File: config.mk
export PLATFORM = sky130hd
export DESIGN_NAME = pwm_ramp_sequencer
export DESIGN_NICKNAME = d
export VERILOG_FILES = /design/src/rtl/pwm_ramp_sequencer.sv
export SDC_FILE = /design/constraint.sdc
export NUM_CORES = 1
export LEC_CHECK = 0
export BUFFER_PORTS_ARGS = -buffer_cell sky130_fd_sc_hd__clkbuf_2
export CAP_MARGIN = 10
export CORE_ASPECT_RATIO = 0.5
export CORE_MARGIN = 8
export CORE_UTILIZATION = 40
export CTS_BUF_LIST = sky130_fd_sc_hd__clkbuf_8
export DETAILED_ROUTE_END_ITERATION = 6
export PLACE_DENSITY_LB_ADDON = 0.12
export SLEW_MARGIN = 20
export SYNTH_ARGS = -nofsm -noshare
export SYNTH_HDL_FRONTEND = slang
export SYNTH_SLANG_ARGS = --single-unit
File: constraint.sdc
create_clock -name clk -period 8.1 [get_ports clk]
set_input_delay 0.405 -clock clk [delete_from_list [all_inputs] [get_ports clk]]
set_output_delay 0.405 -clock clk [all_outputs]
set_load 0.005 [all_outputs]
File: src/rtl/pwm_ramp_sequencer.sv
// Bus-programmed duty ramp for a Pwm2 core, stepped on carry-out; optional PWM_SEQ_IRQ_EN adds a sticky done irq.
// Latency: 1-cycle register read. No backpressure: co pulses pace the ramp and bus accesses always complete.
module pwm_ramp_sequencer #(
    parameter int DW     = 32,
    parameter int AW     = 3,
    parameter int HOLD_W = 16
) (
    input  logic          clk,
    input  logic          rst,
    input  logic [AW+1:0] addr,
    input  logic          write,
    input  logic [DW-1:0] wrdata,
    output logic [DW-1:0] rddata,
    input  logic          co,
    output logic [DW-1:0] period,
    output logic [DW-1:0] duty,
    output logic          busy,
    output logic          irq
);

    typedef enum logic {S_IDLE, S_RUN} state_t;

    localparam logic [AW-1:0] R_PERIOD = AW'(0);
    localparam logic [AW-1:0] R_START  = AW'(1);
    localparam logic [AW-1:0] R_END    = AW'(2);
    localparam logic [AW-1:0] R_STEP   = AW'(3);
    localparam logic [AW-1:0] R_HOLD   = AW'(4);
    localparam logic [AW-1:0] R_CTRL   = AW'(5);
    localparam logic [AW-1:0] R_STATUS = AW'(6);
    localparam logic [AW-1:0] R_CUR    = AW'(7);
    localparam logic [1:0]    M_LOOP   = 2'd1;
    localparam logic [1:0]    M_TRI    = 2'd2;

    state_t              state_q, state_d;
    logic [DW-1:0]       period_q, period_d, start_q, start_d, endv_q, endv_d;
    logic [DW-1:0]       step_q, step_d, duty_q, duty_d, rddata_q, rddata_d;
    logic [HOLD_W-1:0]   hold_q, hold_d, cnt_q, cnt_d;
    logic [1:0]          mode_q, mode_d;
    logic                dir_q, dir_d, done_q, done_d, back_q, back_d;

    logic [AW-1:0]       wr_idx;
    logic                ctrl_wr, go, stop, adv_tick, addr_unused;
    logic [DW-1:0]       tgt, eff_tgt, up_val, dn_val, step_val;
    logic [DW:0]         sum, diff;
    logic                flip, step_down;

    assign wr_idx      = addr[AW+1:2];
    assign addr_unused = ^addr[1:0];
    assign ctrl_wr     = write && (wr_idx == R_CTRL);
    assign go          = ctrl_wr && wrdata[0] && !wrdata[1];
    assign stop        = ctrl_wr && wrdata[1];
    assign adv_tick    = (state_q == S_RUN) && co && !ctrl_wr;

    // back_q selects the current target: END on the outbound leg, START on the triangle return leg.
    always_comb begin
        tgt     = back_q ? start_q : endv_q;
        flip    = (mode_q == M_TRI) && (duty_q == tgt);
        eff_tgt = flip ? (back_q ? endv_q : start_q) : tgt;
        sum     = {1'b0, duty_q} + {1'b0, step_q};
        diff    = {1'b0, duty_q} - {1'b0, step_q};
        up_val  = (sum > {1'b0, eff_tgt}) ? eff_tgt : sum[DW-1:0];
        dn_val  = (diff[DW] || (diff[DW-1:0] < eff_tgt)) ? eff_tgt : diff[DW-1:0];
        step_val  = duty_q;
        step_down = dir_q;
        if (duty_q < eff_tgt) begin
            step_val  = up_val;
            step_down = 1'b0;
        end else if (duty_q > eff_tgt) begin
            step_val  = dn_val;
            step_down = 1'b1;
        end
    end

    always_comb begin
        state_d  = state_q;
        period_d = period_q;
        start_d  = start_q;
        endv_d   = endv_q;
        step_d   = step_q;
        hold_d   = hold_q;
        cnt_d    = cnt_q;
        mode_d   = mode_q;
        duty_d   = duty_q;
        dir_d    = dir_q;
        done_d   = done_q;
        back_d   = back_q;
        rddata_d = '0;

        if (write) begin
            case (wr_idx)
                R_PERIOD: period_d = wrdata;
                R_START:  start_d  = wrdata;
                R_END:    endv_d   = wrdata;
                R_STEP:   step_d   = wrdata;
                R_HOLD:   hold_d   = wrdata[HOLD_W-1:0];
                R_STATUS: if (wrdata[1]) done_d = 1'b0;
                default:  ;
            endcase
        end

        if (stop) begin
            state_d = S_IDLE;
        end else if (go) begin
            dir_d  = (start_q > endv_q);
            cnt_d  = '0;
            back_d = 1'b0;
            mode_d = wrdata[3:2];
            if ((step_q == '0) || (start_q == endv_q)) begin
                duty_d  = endv_q;
                done_d  = 1'b1;
                state_d = S_IDLE;
            end else begin
                duty_d  = start_q;
                done_d  = 1'b0;
                state_d = S_RUN;
            end
        end else if (adv_tick) begin
            if (cnt_q != hold_q) begin
                cnt_d = cnt_q + 1'b1;
            end else begin
                cnt_d = '0;
                case (mode_q)
                    M_LOOP: begin
                        if (duty_q == endv_q) begin
                            duty_d = start_q;
                            dir_d  = (start_q > endv_q);
                        end else begin
                            duty_d = step_val;
                            dir_d  = step_down;
                        end
                    end
                    M_TRI: begin
                        duty_d = step_val;
                        dir_d  = step_down;
                        back_d = back_q ^ flip;
                    end
                    default: begin
                        duty_d = step_val;
                        dir_d  = step_down;
                        if (step_val == endv_q) begin
                            state_d = S_IDLE;
                            done_d  = 1'b1;
                        end
                    end
                endcase
            end
        end

        case (wr_idx)
            R_PERIOD: rddata_d = period_q;
            R_START:  rddata_d = start_q;
            R_END:    rddata_d = endv_q;
            R_STEP:   rddata_d = step_q;
            R_HOLD:   rddata_d = {{(DW-HOLD_W){1'b0}}, hold_q};
            R_STATUS: rddata_d = {{(DW-3){1'b0}}, dir_q, done_q, (state_q == S_RUN)};
            R_CUR:    rddata_d = duty_q;
            default:  rddata_d = '0;
        endcase
    end

    always_ff @(posedge clk or posedge rst) begin
        if (rst) begin
            state_q  <= S_IDLE;
            period_q <= '0;
            start_q  <= '0;
            endv_q   <= '0;
            step_q   <= '0;
            hold_q   <= '0;
            cnt_q    <= '0;
            mode_q   <= '0;
            duty_q   <= '0;
            dir_q    <= 1'b0;
            done_q   <= 1'b0;
            back_q   <= 1'b0;
            rddata_q <= '0;
        end else begin
            state_q  <= state_d;
            period_q <= period_d;
            start_q  <= start_d;
            endv_q   <= endv_d;
            step_q   <= step_d;
            hold_q   <= hold_d;
            cnt_q    <= cnt_d;
            mode_q   <= mode_d;
            duty_q   <= duty_d;
            dir_q    <= dir_d;
            done_q   <= done_d;
            back_q   <= back_d;
            rddata_q <= rddata_d;
        end
    end

    assign period = period_q;
    assign duty   = duty_q;
    assign busy   = (state_q == S_RUN);
    assign rddata = rddata_q;

`ifdef PWM_SEQ_IRQ_EN
    logic irq_en_q, irq_en_d, irq_q;

    always_comb begin
        irq_en_d = irq_en_q;
        if (write && (wr_idx == R_CUR)) irq_en_d = wrdata[0];
    end

    always_ff @(posedge clk or posedge rst) begin
        if (rst) begin
            irq_en_q <= 1'b0;
            irq_q    <= 1'b0;
        end else begin
            irq_en_q <= irq_en_d;
            irq_q    <= done_d & irq_en_d;
        end
    end

    assign irq = irq_q;
`else
    assign irq = 1'b0;
`endif

endmodule

* Yosys cells after proc, flatten, opt, wreduce, memory -nomap -nowiden *
Cells that the tools add are included.

storage, ports and cells
  bits in registers = 230
  bits in latches = 0
  bits in writable memories = 0
  bits in read-only memories = 0
  output and inout bits = 98
  memories kept = 0

operators by class
  add/sub/neg operators = 3
  multiply operators = 0
  div/mod/pow operators = 0
  $lt $le $gt $ge = 5
  equal/unequal tests = 17
  shift operators = 0
  muxes and demuxes = 45
  bitwise operators = 2
  reductions and logical operators = 28

operator list
  kind                                                              count
  32-bit 2-to-1 mux                                                 13
  32-bit one-hot mux with 7 select lines                            1
  32-bit == test                                                    4
  32-bit > comparator                                               2
  32-bit less-than comparator                                       2
  16-bit 2-to-1 mux                                                 3
  32-bit by 32-bit adder with 33-bit output                         1
  33-bit by 32-bit > comparator with 1-bit output                   1
  32-bit by 32-bit subtractor with 33-bit output                    1
  32-bit zero test                                                  1
  1-bit 2-to-1 mux                                                  28
  16-bit by 1-bit adder with 16-bit output (second input constant)  1
  16-bit != test                                                    1
  2-bit AND reduction                                               7
  3-bit == test (second input constant)                             4
  4-bit AND reduction                                               2
  1-bit logical AND                                                 7
  3-bit by 2-bit == test with 1-bit output (second input constant)  2
  3-bit nonzero test                                                2
  2-bit nonzero test                                                2
  3-bit by 1-bit == test with 1-bit output (second input constant)  1
  3-bit zero test                                                   1
  3-bit by 1-bit != test with 1-bit output (second input constant)  1
  3-bit != test (second input constant)                             1
  9 further kinds                                                   11

* Logic depth before layout (Yosys ltp) *
Gate-level depths: netlist (run 1).

  word-level depth = 16
  gate-level depth with buffers = 33
  depth with buffers taken out = 27

* Worst setup path before layout (run 1) *
Ideal clock, no wire load.

  kind = reg-to-reg
  start point = register start_q[1]
  end point = register state_q (netlist: busy)
  library setup time = 121 ps
  arrival time = 6333 ps
  required time = 7979 ps
  path slack = 1646 ps
  stages on the path, launching flop included = 29
  period minus slack after synthesis = 6454 ps
  cells stage by stage = dfrtp_1 -> clkbuf_1 -> mux2i_1 -> xnor2_1 -> or4_4 -> or4_4 -> buf_6 -> nor4_4 -> or2_1 -> buf_6 -> buf_6 -> buf_4 -> and2_1 -> nor2_1 -> ha_1 -> nand4_1 -> or3_1 -> a211oi_1 -> nor4_1 -> o21ai_1 -> nand2_1 -> nor3_1 -> nand2_1 -> a31oi_1 -> o211ai_1 -> a2111oi_0 -> nand4_1 -> o211ai_1 -> nand2_1

between the ends
  cells in the longest elaborated chain, start to end = 12

ends and longest elaborated chain
  what                                  RTL line  text
  from (decl)                           35        logic [DW-1:0] period_q, period_d, start_q, start_d, endv_q, endv_d;
  from (signal assigned)                179       start_q <= start_d;
  32-bit 2-to-1 mux                     56        tgt = back_q ? start_q : endv_q;
  32-bit == test                        57        flip = (mode_q == M_TRI) && (duty_q == tgt);
  1-bit logical AND                     57
  32-bit 2-to-1 mux                     58        eff_tgt = flip ? (back_q ? endv_q : start_q) : tgt;
  32-bit less-than comparator           62        dn_val = (diff[DW] || (diff[DW-1:0] < eff_tgt)) ? eff_tgt : diff[DW-1:0];
  1-bit logical OR                      62
  32-bit 2-to-1 mux                     62
  32-bit 2-to-1 mux                     68        end else if (duty_q > eff_tgt) begin
  32-bit 2-to-1 mux                     65        if (duty_q < eff_tgt) begin
  32-bit == test                        140       if (step_val == endv_q) begin
  3-bit nonzero test (no source line)   --
  4-bit AND reduction (no source line)  --
  to (signal assigned)                  177       state_q <= state_d;
  to (decl)                             34        state_t state_q, state_d;

Parallel ways exist; a longest one is shown, timed or not.
A chain may end at the register's enable or synchronous reset.

* Final worst setup path (run 1) *
  start point = register back_q
  end point = register state_q (netlist: busy)

between the ends
  cells in the longest elaborated chain, start to end = 12

ends and longest elaborated chain
  what                                    RTL line  text
  from (decl)                             39        logic dir_q, dir_d, done_q, done_d, back_q, back_d;
  from (signal assigned)                  188       back_q <= back_d;
  32-bit 2-to-1 mux                       56
  32-bit == test                          57
  1-bit logical AND                       57
  32-bit 2-to-1 mux *                     58
  32-bit less-than comparator             62
  1-bit logical OR                        62
  32-bit 2-to-1 mux                       62
  32-bit 2-to-1 mux                       68
  32-bit 2-to-1 mux *                     65
  32-bit == test *                        140
  3-bit nonzero test (no source line) *   --
  4-bit AND reduction (no source line) *  --

Mark *: on every way between the ends. The rest lies on a longest branch, timed or not.

==> flow_metrics.env, run 1 <==
export IMPL_routed_wirelength_um=116000
export IMPL_die_w_um=349
export IMPL_cp_arrival_ns=8.50
export IMPL_hold_ws_ns=0.0630
export IMPL_min_from="wrdata[18]"
export IMPL_cts_tree="built"
export IMPL_die_area_um2=63900
export IMPL_synth_seq_cells=230
export IMPL_r2r_start="back_q$_DFFE_PP0P_"
export IMPL_ant_nets=0
export IMPL_min_delay_path_class="primary input to flip-flop"
export IMPL_crit_family="compound AO/OA/AOI/OAI gates"
export IMPL_cts_made_buffers=38
export IMPL_ys_top_cells_by_area="dfrtp_1, ha_1, mux2_2"
export IMPL_pwr_share_clk_pct=14.7
export IMPL_p_sw_share_pct=49.5
export IMPL_async_reset_ff_share_pct=100
export IMPL_status="finished with violations"
export IMPL_yosysSeqAreaShare_pct=25.9
export IMPL_synth_area_per_cell_um2=8.53
export IMPL_fin_util_pct=48.4
export IMPL_post_drt_via_cell_ratio=6.40
export IMPL_rsz0062_at_grt="no"
export IMPL_cts_root_buffer="clkbuf_8"
export IMPL_start_util_pct=40.2
export IMPL_cp_max_fo=32
export IMPL_finalCritPeriodShare_pct=98.8
export IMPL_grt_first_pass_wirelength_um=163000
export IMPL_grt_start_max_net_pins=116
export IMPL_netlist_area_leader_share_pct=25.9
export IMPL_antenna_found_initial=5
export IMPL_gp_congestion=1.10
export IMPL_pin_count=139
export IMPL_detail_route_first_pass_iterations=7
export IMPL_seq_power_share_pct=20.0
export IMPL_synth_common_cells="dfrtp_1, nand2_1, ha_1"
export IMPL_clkLatencyLatePin_ns=0.61
export IMPL_drv_cap=0
export IMPL_drive_gt1_share_pct=24.5
export IMPL_leakage_nw=12.2
export IMPL_dpl_hpwl_um=93100
export IMPL_worst_slack_ns=0.0938
export IMPL_power_combinational_fraction_pct=65.3
export IMPL_grt_overflow=0
export IMPL_cts_max_level=2
export IMPL_dp_cells=3656
export IMPL_max_slew_margin_rel_pct=11.2
export IMPL_grt_pass1_vias=21800
export IMPL_yosys_warnings=0
export IMPL_crit_path_start="back_q$_DFFE_PP0P_"
export IMPL_required_ns=8.59
export IMPL_synth_edf_count=0
export IMPL_clock_sinks=230
export IMPL_first_iter_violations=3013
export IMPL_synth_most_common_cell="dfrtp_1"
export IMPL_nFillCells=5558
export IMPL_crit_buf_inv=4
export IMPL_die_h_um=183
export IMPL_finalSetupTns_ns=0
export IMPL_violations="DRC"
export IMPL_grtUsageTotal_pct=34.9
export IMPL_path_clk_slew_ns=0.07
export IMPL_synth_top_cell_by_area="dfrtp_1"
export IMPL_wl_per_cell_um=31.1
export IMPL_clock_skew_ns=0.0300
export IMPL_core_area_um2=55300
export IMPL_tightest_slew_ns=1.33
export IMPL_critPathKind="flip-flop to flip-flop"
export IMPL_crit_path_max_incr_delay_ns=0.68
export IMPL_ys_flop_type="dfrtp_1"
export IMPL_hold_viol=0
export IMPL_vias=23900
export IMPL_cts_path_max_buffers=3
export IMPL_finalMaxSlewViolations=0
export IMPL_syn_area_um2=22200
export IMPL_p_sw_mw=4.21
export IMPL_layout_min_cycle_time_ns=8.01
export IMPL_p_int_mw=4.30
export IMPL_io_buffers=135
export IMPL_critPathLaunchType="flip-flop"
export IMPL_area_delta_synth_final_pct=20.1
export IMPL_end_kind="flip-flop"
export IMPL_place_ws_ns=0.209
export IMPL_fin_nets=3178
export IMPL_power_density_nw_per_um2=318
export IMPL_syn_inst=2607
export IMPL_setup_violations=0
export IMPL_final_cell_count_no_fill=3730
export IMPL_clock_fmax_mhz=125
export IMPL_ir_worst_vdd_v=0.000182
export IMPL_path_common_cell="buf_4"
export IMPL_drc=8
export IMPL_placement_rows=61
export IMPL_synthesis_nets=2844
export IMPL_synth_cell_types=95
export IMPL_slowest_stage="or4_4"
power by group through the flow:
stage	clock network (mW)	registers, mW	logic (mW)
6_report	1.25	1.70	5.56
2_1_floorplan	0	1.60	2.93
3_3_place_gp	0	1.70	5.32
5_1_grt	1.33	1.71	5.88
4_1_cts	1.27	1.69	5.37
3_5_place_dp	0	1.70	5.33
cell usage in the layout (no fill, tap or decap), types with 11 or more instances in the layout:
master,netlist,final
clkbuf_2,1,135
xnor2_1,86,86
nand3_1,56,55
a21o_1,33,33
buf_4,8,324
mux2i_1,36,36
nor4_1,36,34
a211oi_1,49,49
or2_2,11,11
nand2_1,218,217
a2111oi_0,22,19
o31ai_1,32,32
a311oi_1,12,11
or3_1,19,19
a21oi_1,144,144
a22o_1,17,17
a221oi_1,33,33
o21ai_0,144,144
nor2_1,180,180
o22ai_1,37,37
dfrtp_1,230,229
mux2_2,118,118
clkbuf_8,0,49
a22oi_1,15,15
o221ai_1,16,15
nand2b_1,37,36
inv_1,131,140
o211ai_1,32,32
a31oi_1,19,19
a32oi_1,15,15
and3_1,30,29
nor3_1,59,57
nand4_1,53,53
nor2b_1,29,28
o21a_1,23,23
a211o_1,16,16
a221o_1,13,13
mux4_2,24,24
ha_1,194,194
xor2_1,59,59
through the flow:
step	total power, mW	cell area, µm²
finish	8.51	26700
global route	8.92	26700
CTS	8.32	26700
detailed placement	7.04	25800
global placement	7.02	25800
floorplan	4.53	22200
repair_timing:
item,CTS,global route
hold buffers,1,0
endpoints found under the hold margin,21,0
gates resized for setup,0,3
endpoints found under the setup margin,0,2
buffers inserted,0,0
flip-flops by register name (all words and copies together), names as in the netlist, 16 cells and up:
signal	count
cnt_q	16
rddata	32
period	32
duty	32
start_q	32
hold_q	16
step_q	32
endv_q	32
cell type report:
class                           count  area (µm²)  share of cell area [%]
Antenna cell                        3        7.51                  0.0281
Clock buffer                       49         674                    2.52
Clock inverter                     21         236                   0.885
Inverter                          136         518                    1.94
Multi-Input combinational cell   2067       15300                    57.3
Sequential cell                   230        5760                    21.6
Tap cell                          756         946                    3.54
Timing Repair Buffer              468        3270                    12.2
cells by family (layout without fill, tap and decap cells):
kind of cell	Yosys count	in the layout	share of synthesized area, %
multiplexers	180	180	10.2
XOR/XNOR	147	147	5.91
flip-flops	230	230	25.9
other	1	4	0.0169
AO/OA/AOI/OAI	765	765	24.0
AND/OR/NAND/NOR	778	778	17.3
adder cells (fa/ha/maj)	196	196	11.1
buffers and inverters	310	674	5.69
per-layer routing:
layer  vias to the layer above  GRT usage [%]  share of wire, %
li1                      10500              -                 -
met1                     11900           52.8                46
met2                      1355           48.0                39
met3                       161           9.31                11
met4                         4           9.16               3.1
met5                         -              0             0.022
path summary, 6_finish.rpt:
check	endpoint	slack, ns	depth (start not counted)
worst max-delay path	busy$_DFFE_PP0P_	0.09	25
worst min-delay path	endv_q[18]$_DFFE_PP0P_	0.06	3
worst max register to register	busy$_DFFE_PP0P_	0.09	25
worst min register to register	period[24]$_DFFE_PP0P_	0.54	1
max in group asynchronous	period[29]$_DFFE_PP0P_	6.20	4
min in group asynchronous	cnt_q[13]$_DFFE_PP0P_	0.53	3
worst register-to-register path, cell delays in order, from the launching register on:
cell       delay [ns]
dfrtp_4          0.64
buf_12           0.27
mux2i_1          0.30
xor2_1           0.39
nand4_1          0.28
or4_4            0.68
a2111oi_1        0.67
nor2_1           0.26
ha_1             0.37
a2111oi_0        0.53
o221ai_1         0.22
o211a_1          0.18
nor4_1           0.22
buf_4            0.18
o21ai_0          0.19
a21oi_1          0.37
buf_4            0.24
nor3_1           0.07
o31a_1           0.32
a211oi_1         0.33
buf_4            0.19
o22a_1           0.21
o2111a_1         0.27
nand4_1          0.26
o211ai_1         0.19
nand2_1          0.07
Power figures use the tool's default switching activity.
==> run 2, diff against run 1 <==
==> constraint.sdc (replaced) <==
create_clock -name clk -period 8.1 [get_ports clk]
set_input_delay 1.62 -clock clk [delete_from_list [all_inputs] [get_ports clk]]
set_output_delay 1.62 -clock clk [all_outputs]
set_load 0.005 [all_outputs]
==> run 2 against run 1 <==
Flip-flop and latch count did not move. Critical endpoint unchanged. Highest routed layer is now met4. Sequential share of layout area rose by 0.15 points. The flow now finishes without violations. Clock-buffer cell count fell by 6. Die area did not move. Combinational power fell by 1%.
==> flow_metrics.env, run 2 (synthesis results as in run 1) <==
export IMPL_status="completed"
export IMPL_globalRouteMet3Util_pct=9.33
export IMPL_critPathLaunchType="flip-flop"
export IMPL_dpl_hpwl_um=91800
export IMPL_dp_cells=3648
export IMPL_post_drt_via_cell_ratio=6.41
export IMPL_end_kind="flip-flop"
export IMPL_die_area_um2=63900
export IMPL_detail_route_first_pass_iterations=5
export IMPL_nFillCells=5468
export IMPL_die_w_um=349
export IMPL_layout_commonest_cell="buf_4"
export IMPL_drc=0
export IMPL_drive_gt1_share_pct=24.2
export IMPL_grt_pass1_vias=21700
export IMPL_layout_min_cycle_time_ns=7.91
export IMPL_place_ws_ns=0.319
export IMPL_required_ns=8.59
export IMPL_finalCritPeriodShare_pct=97.7
export IMPL_met2_usage_pct=46.5
export IMPL_cp_arrival_ns=8.40
export IMPL_ir_worst_vdd_v=0.000163
export IMPL_tightest_slew_ns=1.37
export IMPL_fin_nets=3167
export IMPL_vias=23800
export IMPL_crit_path_max_incr_delay_ns=0.62
export IMPL_timing_rr_end="busy$_DFFE_PP0P_"
export IMPL_final_cell_mix="buf_4, dfrtp_1, nand2_1, ha_1, nor2_1"
export IMPL_max_slew_margin_rel_pct=8.17
export IMPL_start_util_pct=40.2
export IMPL_cts_hold_buf=0
export IMPL_io_buffers=135
export IMPL_grt_overflow=0
export IMPL_multi_input_area_um2=15300
export IMPL_seq_area_um2=5760
export IMPL_power_density_nw_per_um2=314
export IMPL_finalMaxSlewViolations=0
export IMPL_min_from="cnt_q[3]$_DFFE_PP0P_"
export IMPL_min_delay_path_class="flip-flop to flip-flop"
export IMPL_cts_max_level=2
export IMPL_clock_sinks=230
export IMPL_whs_path_depth=1
export IMPL_rrSetupSlack_ns=0.19
export IMPL_fin_area_um2=26500
export IMPL_fin_util_pct=48.0
export IMPL_critPathKind="flip-flop to flip-flop"
export IMPL_drv_cap=0
export IMPL_path_common_cell="buf_4"
export IMPL_wl_per_cell_um=30.8
export IMPL_slowest_stage="dfrtp_4"
export IMPL_grtUsageTotal_pct=34.5
export IMPL_grt_start_max_net_pins=159
export IMPL_use_met1_pct=52.8
export IMPL_placement_rows=61
export IMPL_hold_viol=0
export IMPL_cts_root_buffer="clkbuf_8"
export IMPL_grt_first_pass_wirelength_um=162000
export IMPL_worst_slack_ns=0.189
export IMPL_cp_max_fo=17
export IMPL_cts_made_buffers=36
export IMPL_die_h_um=183
export IMPL_power_mw=8.34
export IMPL_final_cell_count_no_fill=3715
export IMPL_whs_endpoint="cnt_q[3]$_DFFE_PP0P_"
export IMPL_routed_wirelength_um=115000
export IMPL_setup_violations=0
export IMPL_finalSetupTns_ns=0
export IMPL_core_area_um2=55300
export IMPL_placed_cell_area_um2=25700
export IMPL_first_iter_violations=3240
export IMPL_area_delta_synth_final_pct=19.3
export IMPL_gp_congestion=1.08
export IMPL_clock_fmax_mhz=126
export IMPL_path_clk_slew_ns=0.07
export IMPL_pin_count=139
export IMPL_r2r_start="back_q$_DFFE_PP0P_"
export IMPL_ant_nets=0
export IMPL_clock_skew_ns=0.0580
export IMPL_rsz0062_at_grt="no"
export IMPL_leakage_nw=12.0
export IMPL_top_usage_layer="met1"
export IMPL_cts_tree="built"
export IMPL_rr_worst_depth=32
export IMPL_cts_path_max_buffers=3
export IMPL_clkLatencyLatePin_ns=0.63
export IMPL_hold_ws_ns=0.535
export IMPL_antenna_found_initial=4
[run 2: report_power, final]
| group | switching, mW | internal (mW) |
|---|---|---|
| combinational | 3.30 | 2.20 |
| clock | 0.550 | 0.583 |
| sequential | 0.341 | 1.37 |
| total | 4.19 | 4.15 |
[run 2: area by class of cell]
type | count | area share, %
Antenna cell | 3 | 0.0283
Clock buffer | 43 | 2.23
Clock inverter | 21 | 0.679
Inverter | 136 | 1.95
Multi-Input combinational cell | 2067 | 57.8
Sequential cell | 230 | 21.7
Tap cell | 756 | 3.57
Timing Repair Buffer | 459 | 12.0
[run 2: critical path: cells and delay by family (launching register included)]
kind | cells | cell delay (ns)
compound gates | 9 | 2.15
simple gates | 9 | 1.97
buf+inv | 10 | 1.95
flops | 1 | 0.62
mux | 2 | 0.40
xor+xnor | 1 | 0.39
fa+ha+maj | 1 | 0.21
[run 2: metal layers]
metal  wire length (µm)  vias up
li1                   -    10500
met1              52600    11700
met2              44000     1461
met3              14100      176
met4               3860        0
met5                  0        -
[run 2: how the worst max path moves through the flow]
stage | end | slack, ns | from
2_1_floorplan | back_q$_DFFE_PP0P_ | 0.18 | rst
3_3_place_gp | busy$_DFFE_PP0P_ | 0.25 | back_q$_DFFE_PP0P_
3_5_place_dp | busy$_DFFE_PP0P_ | 0.32 | back_q$_DFFE_PP0P_
4_1_cts | busy$_DFFE_PP0P_ | 0.26 | back_q$_DFFE_PP0P_
5_1_grt | busy$_DFFE_PP0P_ | 0.01 | back_q$_DFFE_PP0P_
6_report | busy$_DFFE_PP0P_ | 0.19 | back_q$_DFFE_PP0P_
[run 2: what timing repair did]
action | in CTS | in global routing
gates resized for setup | 0 | 7
setup endpoints to repair | 0 | 2
buffers inserted | 0 | 0
